--- src/rtl/hex_display_ctrl_if.sv ---
// Host-side bus of the hex display controller: load strobe, value, and live
// per-digit blink/decimal-point requests.
interface hex_display_ctrl_if #(
  parameter int NUM_DIGITS = 6
);
  logic                    load;
  logic [4*NUM_DIGITS-1:0] value;
  logic                    blank_lz;
  logic [NUM_DIGITS-1:0]   blink_mask;
  logic [NUM_DIGITS-1:0]   dp_in;

  modport master (output load, value, blank_lz, blink_mask, dp_in);
  modport slave  (input  load, value, blank_lz, blink_mask, dp_in);
endinterface

--- src/rtl/hex_display_ctrl.sv ---
// Registered N-digit hex to 7-segment driver with leading-zero blanking, per-digit
// blink and decimal points, producing parallel per-digit buses and a multiplexed scan port.
module hex_display_ctrl #(
  parameter int NUM_DIGITS = 6,
  parameter bit ACTIVE_LOW = 1'b1,
  parameter int BLINK_DIV  = 25_000_000,
  parameter int SCAN_DIV   = 50_000
) (
  input  logic                    clk,
  input  logic                    rst_n,
  hex_display_ctrl_if.slave       bus,
  output logic [7*NUM_DIGITS-1:0] hex_segs,
  output logic [NUM_DIGITS-1:0]   hex_dp,
  output logic [7:0]              scan_segs,
  output logic [NUM_DIGITS-1:0]   scan_sel,
  output logic                    blink_phase,
  output logic                    updated
);

  localparam int BLINK_W = (BLINK_DIV > 1) ? $clog2(BLINK_DIV) : 1;
  localparam int SCAN_W  = (SCAN_DIV > 1) ? $clog2(SCAN_DIV) : 1;
  localparam int IDX_W   = (NUM_DIGITS > 1) ? $clog2(NUM_DIGITS) : 1;

  localparam logic [BLINK_W-1:0] BLINK_LAST = BLINK_W'(BLINK_DIV - 1);
  localparam logic [SCAN_W-1:0]  SCAN_LAST  = SCAN_W'(SCAN_DIV - 1);
  localparam logic [IDX_W-1:0]   IDX_LAST   = IDX_W'(NUM_DIGITS - 1);

  // Pin levels: the decode table is written active-low and flipped when ACTIVE_LOW=0.
  localparam logic [6:0] SEG_INV   = ACTIVE_LOW ? 7'h00 : 7'h7F;
  localparam logic [6:0] SEG_BLANK = 7'h7F ^ SEG_INV;
  localparam logic       DP_DARK   = ACTIVE_LOW;
  localparam logic       SEL_OFF   = ACTIVE_LOW;

  function automatic logic [6:0] decode_low(input logic [3:0] nib);
    logic [6:0] seg;
    case (nib)
      4'h0: seg = 7'h40;
      4'h1: seg = 7'h79;
      4'h2: seg = 7'h24;
      4'h3: seg = 7'h30;
      4'h4: seg = 7'h19;
      4'h5: seg = 7'h12;
      4'h6: seg = 7'h02;
      4'h7: seg = 7'h78;
      4'h8: seg = 7'h00;
      4'h9: seg = 7'h10;
      4'hA: seg = 7'h08;
      4'hB: seg = 7'h03;
      4'hC: seg = 7'h46;
      4'hD: seg = 7'h21;
      4'hE: seg = 7'h06;
      default: seg = 7'h0E;
    endcase
    return seg;
  endfunction

  logic [4*NUM_DIGITS-1:0] value_q, value_d;
  logic                    lz_q, lz_d;
  logic                    have_value_q, have_value_d;
  logic                    load_q, load_d;
  logic                    updated_q, updated_d;
  logic [BLINK_W-1:0]      blink_cnt_q, blink_cnt_d;
  logic                    blink_phase_q, blink_phase_d;
  logic [SCAN_W-1:0]       scan_cnt_q, scan_cnt_d;
  logic [IDX_W-1:0]        scan_idx_q, scan_idx_d;
  logic [7*NUM_DIGITS-1:0] hex_segs_q, hex_segs_d;
  logic [NUM_DIGITS-1:0]   hex_dp_q, hex_dp_d;
  logic [7:0]              scan_segs_q, scan_segs_d;
  logic [NUM_DIGITS-1:0]   scan_sel_q, scan_sel_d;

  logic [NUM_DIGITS-1:0]   lz_blank;
  logic                    leading;

  // NOTE: every signal driven in always_comb gets a default first, so no path can infer a latch.
  always_comb begin
    value_d      = value_q;
    lz_d         = lz_q;
    have_value_d = have_value_q;
    load_d       = bus.load;
    updated_d    = load_q;
    if (bus.load) begin
      value_d      = bus.value;
      lz_d         = bus.blank_lz;
      have_value_d = 1'b1;
    end
  end

  always_comb begin
    blink_cnt_d   = blink_cnt_q + 1'b1;
    blink_phase_d = blink_phase_q;
    if (blink_cnt_q == BLINK_LAST) begin
      blink_cnt_d   = '0;
      blink_phase_d = ~blink_phase_q;
    end

    scan_cnt_d = scan_cnt_q + 1'b1;
    scan_idx_d = scan_idx_q;
    if (scan_cnt_q == SCAN_LAST) begin
      scan_cnt_d = '0;
      scan_idx_d = (scan_idx_q == IDX_LAST) ? '0 : scan_idx_q + 1'b1;
    end
  end

  // NOTE: 'leading' is a blocking scratch variable carried down the digit loop, not state.
  always_comb begin
    leading  = lz_q;
    lz_blank = '0;
    for (int i = NUM_DIGITS - 1; i > 0; i--) begin
      if (value_q[4*i +: 4] != 4'h0) leading = 1'b0;
      lz_blank[i] = leading;
    end
  end

  always_comb begin
    hex_segs_d = {NUM_DIGITS{SEG_BLANK}};
    hex_dp_d   = {NUM_DIGITS{DP_DARK}};
    for (int i = 0; i < NUM_DIGITS; i++) begin
      if (have_value_q && !(blink_phase_q && bus.blink_mask[i])) begin
        hex_segs_d[7*i +: 7] = lz_blank[i] ? SEG_BLANK
                                           : (decode_low(value_q[4*i +: 4]) ^ SEG_INV);
        hex_dp_d[i]          = bus.dp_in[i] ? ~DP_DARK : DP_DARK;
      end
    end
  end

  // The scan port samples the already-registered digit buses, hence one cycle behind them.
  always_comb begin
    scan_sel_d             = {NUM_DIGITS{SEL_OFF}};
    scan_sel_d[scan_idx_q] = ~SEL_OFF;
    scan_segs_d            = {hex_dp_q[scan_idx_q], hex_segs_q[7*scan_idx_q +: 7]};
  end

  // NOTE: sequential state uses non-blocking assignments so all flops update together.
  always_ff @(posedge clk or negedge rst_n) begin
    if (!rst_n) begin
      value_q       <= '0;
      lz_q          <= 1'b0;
      have_value_q  <= 1'b0;
      load_q        <= 1'b0;
      updated_q     <= 1'b0;
      blink_cnt_q   <= '0;
      blink_phase_q <= 1'b0;
      scan_cnt_q    <= '0;
      scan_idx_q    <= '0;
      hex_segs_q    <= {NUM_DIGITS{SEG_BLANK}};
      hex_dp_q      <= {NUM_DIGITS{DP_DARK}};
      scan_segs_q   <= {DP_DARK, SEG_BLANK};
      scan_sel_q    <= {NUM_DIGITS{SEL_OFF}};
    end else begin
      value_q       <= value_d;
      lz_q          <= lz_d;
      have_value_q  <= have_value_d;
      load_q        <= load_d;
      updated_q     <= updated_d;
      blink_cnt_q   <= blink_cnt_d;
      blink_phase_q <= blink_phase_d;
      scan_cnt_q    <= scan_cnt_d;
      scan_idx_q    <= scan_idx_d;
      hex_segs_q    <= hex_segs_d;
      hex_dp_q      <= hex_dp_d;
      scan_segs_q   <= scan_segs_d;
      scan_sel_q    <= scan_sel_d;
    end
  end

  assign hex_segs    = hex_segs_q;
  assign hex_dp      = hex_dp_q;
  assign scan_segs   = scan_segs_q;
  assign scan_sel    = scan_sel_q;
  assign blink_phase = blink_phase_q;
  assign updated     = updated_q;

endmodule

--- src/flat_wrapper.sv ---
// flat-port wrapper written by rule: the top's interface ports become plain ports
module hex_display_ctrl_flat 
#(
  parameter int NUM_DIGITS = 6,
  parameter bit ACTIVE_LOW = 1'b1,
  parameter int BLINK_DIV  = 25_000_000,
  parameter int SCAN_DIV   = 50_000
)
  (clk, rst_n, hex_segs, hex_dp, scan_segs, scan_sel, blink_phase, updated, bus_load, bus_value, bus_blank_lz, bus_blink_mask, bus_dp_in);
  hex_display_ctrl_if #(.NUM_DIGITS(NUM_DIGITS)) bus_i ();
  input  logic clk;
  input  logic rst_n;
  output logic [7*NUM_DIGITS-1:0] hex_segs;
  output logic [NUM_DIGITS-1:0] hex_dp;
  output logic [7:0] scan_segs;
  output logic [NUM_DIGITS-1:0] scan_sel;
  output logic blink_phase;
  output logic updated;
  input wire logic [$bits(bus_i.load)-1:0] bus_load;
  input wire logic [$bits(bus_i.value)-1:0] bus_value;
  input wire logic [$bits(bus_i.blank_lz)-1:0] bus_blank_lz;
  input wire logic [$bits(bus_i.blink_mask)-1:0] bus_blink_mask;
  input wire logic [$bits(bus_i.dp_in)-1:0] bus_dp_in;
  assign bus_i.load = bus_load;
  assign bus_i.value = bus_value;
  assign bus_i.blank_lz = bus_blank_lz;
  assign bus_i.blink_mask = bus_blink_mask;
  assign bus_i.dp_in = bus_dp_in;
  hex_display_ctrl #(.NUM_DIGITS(NUM_DIGITS), .ACTIVE_LOW(ACTIVE_LOW), .BLINK_DIV(BLINK_DIV), .SCAN_DIV(SCAN_DIV)) u_core (.clk(clk), .rst_n(rst_n), .bus(bus_i), .hex_segs(hex_segs), .hex_dp(hex_dp), .scan_segs(scan_segs), .scan_sel(scan_sel), .blink_phase(blink_phase), .updated(updated));
endmodule
--- config.mk ---
export PLATFORM = sky130hd
export DESIGN_NAME = hex_display_ctrl_flat
export DESIGN_NICKNAME = d
export VERILOG_FILES = /design/src/rtl/hex_display_ctrl_if.sv /design/src/rtl/hex_display_ctrl.sv /design/src/flat_wrapper.sv
export SDC_FILE = /design/constraint.sdc
export NUM_CORES = 1
export LEC_CHECK = 0
export ABC_CLOCK_PERIOD_IN_PS = 2900
export CORE_MARGIN = 1.5
export CORE_UTILIZATION = 42
export CTS_BUF_LIST = sky130_fd_sc_hd__clkbuf_4 sky130_fd_sc_hd__clkbuf_8 sky130_fd_sc_hd__clkbuf_16
export CTS_CLUSTER_SIZE = 30
export DETAILED_ROUTE_END_ITERATION = 8
export REMOVE_ABC_BUFFERS = 1
export SETUP_SLACK_MARGIN = 0.3
export SLEW_MARGIN = 20
export SYNTH_ARGS = -nofsm -noshare
export SYNTH_HDL_FRONTEND = slang
export SYNTH_SLANG_ARGS = --single-unit
export TNS_END_PERCENT = 1
--- constraint.sdc ---
create_clock -name clk -period 2.9 [get_ports clk]
set_clock_uncertainty 0.05 [all_clocks]
set_input_delay 0.725 -clock clk [delete_from_list [all_inputs] [get_ports clk]]
set_output_delay 0.725 -clock clk [all_outputs]
set_load 0.005 [all_outputs]
---- Yosys cells after proc, flatten, opt, wreduce, memory -nomap -nowiden ----
Memories as Yosys holds them, arrays and structs flattened.
Cells that the tools add are included.
storage, ports and cells
  flip-flop bits (word level) ............. 135
  memory bits (read-only) ................. 672
  memories ................................ 6
operators by class
  $add $sub $neg .......................... 3
  multiply operators ...................... 1
  $lt $le $gt $ge ......................... 2
  eq/ne operators ......................... 3
  shift operators ......................... 1
  mux-type cells .......................... 35
  bitwise gates (word level) .............. 2
  reductions and logical operators ........ 24
memory list
  memory            depth  bits a word  rd ports  clocked after memory_dff  wr ports  line                    RTL
  (name not given)  16     7            1         0                         0         hex_display_ctrl.sv:36  case (nib)
  (name not given)  16     7            1         0                         0         hex_display_ctrl.sv:36
  (name not given)  16     7            1         0                         0         hex_display_ctrl.sv:36
  (name not given)  16     7            1         0                         0         hex_display_ctrl.sv:36
  (name not given)  16     7            1         0                         0         hex_display_ctrl.sv:36
  (name not given)  16     7            1         0                         0         hex_display_ctrl.sv:36
operator list
  cell                                                                                  count
  7-bit 2-to-1 mux                                                                      11
  42-bit by 7-bit indexed part select with 7-bit output                                 1
  25-bit by 1-bit adder with 25-bit output (second input constant)                      1
  25-bit equality test (second input constant)                                          1
  25-bit 2-to-1 mux                                                                     1
  4-bit nonzero test                                                                    5
  1-bit 2-to-1 mux                                                                      19
  16-bit by 1-bit adder with 16-bit output (second input constant)                      1
  16-bit equality test (second input constant)                                          1
  16-bit 2-to-1 mux                                                                     1
  1-bit logical AND                                                                     13
  1-bit logical NOT                                                                     6
  3-bit by 3-bit multiplier with 6-bit output (first input constant)                    1
  6-bit NOT                                                                             1
  3-bit by 4-bit < comparator with 1-bit output (second input constant)                 1
  3-bit by 1-bit adder with 3-bit output (second input constant)                        1
  1-bit binary-select mux with 3-bit select                                             1
  1-bit demux with 3-bit select                                                         1
  3-bit equality test (second input constant)                                           1
  3-bit by 1-bit greater-or-equal comparator with 1-bit output (second input constant)  1
  3-bit 2-to-1 mux                                                                      1
  1-bit NOT                                                                             1

---- Longest topological paths before layout ----
  word-level depth ........................ 8
  mapped depth ............................ 7
  depth with buffers taken out ............ 6

---- Worst setup path before layout ----
Ideal clock, no wire load.
  kind .................................... reg2reg
  start ................................... reg u_core.scan_cnt_q[4]
  end ..................................... reg u_core.scan_idx_q[1]
  library setup time ...................... 0.125 ns
  arrival time ............................ 1.670 ns
  data required time ...................... 2.725 ns
  setup slack ............................. 1.056 ns
  cell stages (with the launch flop) ...... 5
  path buffers ............................ 0
  clock period less this slack ............ 1.844 ns
  cells stage by stage .................... dfrtp_1 or4b_2 nor4_1 nand2_1 mux2_2
between the ends
  word-level cells in the longest chain between the ends .. 1
RTL lines
  element                 line                     RTL
  start, declared         hex_display_ctrl.sv:64   logic [SCAN_W-1:0] scan_cnt_q, scan_cnt_d;
  start signal, assigned  hex_display_ctrl.sv:157  scan_cnt_q <= scan_cnt_d;
  16-bit equality test    hex_display_ctrl.sv:98   if (scan_cnt_q == SCAN_LAST) begin
  end signal, assigned    hex_display_ctrl.sv:158  scan_idx_q <= scan_idx_d;
  end, declared           hex_display_ctrl.sv:65   logic [IDX_W-1:0] scan_idx_q, scan_idx_d;
No other way between the ends.
A chain may end at the register's enable or synchronous reset.

---- Worst setup path after layout ----
  start ................................... reg u_core.blink_phase_q, in the netlist u_core.blink_phase
  end ..................................... out blink_phase
RTL lines
  element                 line                     RTL
  start, declared         hex_display_ctrl.sv:63   logic blink_phase_q, blink_phase_d;
  start signal, assigned  hex_display_ctrl.sv:156  blink_phase_q <= blink_phase_d;
  end, declared           flat_wrapper.sv:17       output logic blink_phase;
No word-level cell between the ends.

==> metrics.txt <==
outcome=completed; unrepaired setup endpoints after global routing=false; CTS Buf Count=17; critical path peak fanout=8; n_diodes=0; P per Cell Area=between 600 and 700 nW/µm²; Slew @ Worst Pin=approximately 1.1 ns; die area=around 17000 µm²; Seq pwr share=0.436; first-pass detailed-route iteration total=5; clock sink total=roughly 140; cell taking the most area after synthesis=dfrtp_1; Slew Limit Fails=0; CP Capture Type=output port; setup violators final=0; vias per inst=roughly 5.3; Peak Freq=about 0.43 GHz; Reg clk slew, reported paths=roughly 0.05 ns; Slowest-stage cell, CP=clkdlybuf4s50_1; Gate Count Post-Synth=629; initial antenna violation count=0; Starting DRT DRC Count=between 400 and 500; DP HPWL=12100 µm; Clk network pwr share=0.424; vias in the first global route=roughly 5100; post-route ant nets=0; Final Cycle Share=0.807; combinational power share=0.140; ys flop type=dfrtp_1; share of cells above drive strength 1=0.185; max_slew headroom=0.292; max incr delay on CP=just under 0.6 ns; crit path DAT=around 1.6 ns; I/O pin total=between 100 and 150; Worst Reg-to-Reg Cells=4; FF+latch count, synth=between 100 and 150; reg-to-reg critical path endpoint=u_core.scan_idx_q[1]$_DFFE_PN0N_; EDFF count, synth=0; Internal Pwr Total=0.00403 W; RR Startpoint=u_core.scan_cnt_q[4]$_DFF_PN0_; I/O Buffers=between 100 and 150; Layout Nets=around 800; Hold Path Class=input port to async pin; CP Cell Sequence=clkdlybuf4s50_1; worst hold slack=between 0.2 and 0.25 ns; Critical Path Start Type=flip-flop; setup repair bufs after CTS=0; sequential share of the synthesized area=0.510; Ys Warns=0; die width=approximately 130 µm; global-route wire length before repair=26800 µm; CTS max path bufs=2; Core Footprint=approximately 16000 µm²; drt wl/cell=~17 µm; largest net degree at the start of global routing=61; starting density of the core=0.428; WL final=16400 µm; Mapped Area=~6800 µm²; Worst Path Required=2.12 ns; post-layout minimum cycle time=2.34 ns; DR vias=5062; Max Cap Violations=0; IR Drop Worst-Case VDD=~0.42 mV; Unique masters post-synth=between 40 and 50; Worst-Skew Late Latency=between 0.4 and 0.5 ns; Switching Share=0.239; Buffers & Inverters on Critical Path=1; overall routing resource usage=0.210; post-synthesis async set-or-reset flop share=1.00; gr ovfl total=0; syn avg cell area=around 11 µm²; Routability Congestion=approximately 0.85; drc violations=0; Site Rows=between 40 and 50; # hold bufs at CTS=0; synth top area cells=dfrtp_1 (27%), dfstp_2 (24%), ha_1 (6.6%); root buffer cell=clkbuf_16; Synth top area share=0.269; leakage power=between 3 and 4 nW; R2R Setup Slk=roughly 0.77 ns; CTS-repair resized insts=0; Setup TNS=0 ns; Sw Pwr=between 0.001 and 0.0015 W; P&R area growth vs syn=27.7%; kind of critical path=flip-flop to output port; total power=0.00529 W; cell family with most CP delay=buffers and inverters; Die H=around 130 µm; Final Hold Fails=0; CTS tree=yes; H-tree levels=4
through the flow:
stage / cell area (µm²) / util / instances / worst slack [ns]
6_report: 8660 / 0.547 / 957 / 0.561
5_1_grt: 8660 / 0.547 / 957 / 0.500
4_1_cts: 8660 / 0.547 / 957 / 0.532
3_5_place_dp: 8040 / 0.508 / 925 / 0.754
3_3_place_gp: 8040 / 0.508 / 925 / 0.777
2_1_floorplan: 6660 / - / 599 / 0.266
cell type report:
| cell class | instances | area (µm²) |
|---|---|---|
| inverters | 25 | 93.8 |
| clock inverters | 9 | 120 |
| multi-input cells | 439 | 3110 |
| fillers | 1337 | 7170 |
| clock buffers | 23 | 502 |
| flip-flops and latches | 135 | 3460 |
| repair buffers | 110 | 1110 |
| well taps | 216 | 270 |
state kept, by name, summed over array words and instances (netlist names):
signal / flops
u_core.scan_cnt_q: 16
u_core.value_q: 24
u_core.scan_segs: 8
u_core.hex_segs: 42
u_core.scan_sel: 6
u_core.updated: 1
u_core.lz_q: 1
u_core.blink_cnt_q: 25
u_core.scan_idx_q: 3
u_core.load_q: 1
u_core.hex_dp: 6
u_core.have_value_q: 1
u_core.blink_phase: 1
layout by cell type (no fill, tap or decap), types with 6 or more instances in the layout:
master	synthesis	final
clkdlybuf4s50_1	0	102
dfrtp_1	73	73
nand2_1	71	71
dfstp_2	62	62
o211ai_1	40	40
ha_1	36	36
nor2_1	32	32
nand3_1	29	29
inv_1	25	25
o21ai_0	25	25
xnor2_1	20	20
mux2_2	18	18
a21oi_1	17	17
clkbuf_16	0	17
nand2b_1	14	14
mux2i_1	11	11
nand4_1	11	11
xor2_1	11	11
nor2b_1	11	11
o21a_1	11	11
mux4_2	8	8
o22ai_1	8	8
nand3b_1	7	7
nor4_1	6	6
clkinv_2	0	6
buf_4	0	6
Yosys cell counts (11+ instances only):
cell	instances
dfrtp_1	73
nand2_1	71
dfstp_2	62
o211ai_1	40
ha_1	36
nor2_1	32
nand3_1	29
inv_1	25
o21ai_0	25
clkbuf_1	24
xnor2_1	20
mux2_2	18
a21oi_1	17
nand2b_1	14
mux2i_1	11
nand4_1	11
nor2b_1	11
o21a_1	11
xor2_1	11
routing by layer:
| metal | global-route usage | share of wire | vias up |
|---|---|---|---|
| met5 | 0 | 0 | - |
| met4 | 0.0667 | 0.016 | 0 |
| met3 | 0.0488 | 0.035 | 16 |
| met2 | 0.359 | 0.52 | 110 |
| met1 | 0.263 | 0.43 | 2507 |
| li1 | - | - | 2429 |
worst max-delay path by stage:
stage	startpoint	endpoint	slack [ns]	cells after the start
after global routing	u_core.blink_phase$_DFFE_PN0N_	blink_phase	0.50	1
after CTS	u_core.blink_phase$_DFFE_PN0N_	blink_phase	0.53	1
final	u_core.blink_phase$_DFFE_PN0N_	blink_phase	0.56	1
after floorplan	u_core.scan_cnt_q[4]$_DFF_PN0_	u_core.scan_idx_q[1]$_DFFE_PN0N_	0.27	4
after detailed placement	bus_load	u_core.value_q[6]$_DFFE_PN0P_	0.75	3
after global placement	bus_load	u_core.value_q[3]$_DFFE_PN0P_	0.78	3
logic make-up after synthesis:
logic type,count (synthesis),share of synthesized area
buf+inv,55,0.0314
fa+ha+maj,36,0.0664
flops,135,0.510
compound gates,115,0.111
xor+xnor,31,0.0400
mux,37,0.0727
simple gates,220,0.169
power by group through the flow:
stage          logic (W)  clock network, W  registers (W)
2_1_floorplan   0.000303                 0        0.00228
3_3_place_gp    0.000734                 0        0.00233
3_5_place_dp    0.000742                 0        0.00234
4_1_cts         0.000751           0.00229        0.00231
5_1_grt         0.000812           0.00237        0.00233
6_report        0.000739           0.00224        0.00231
Power figures use the tool's default switching activity.
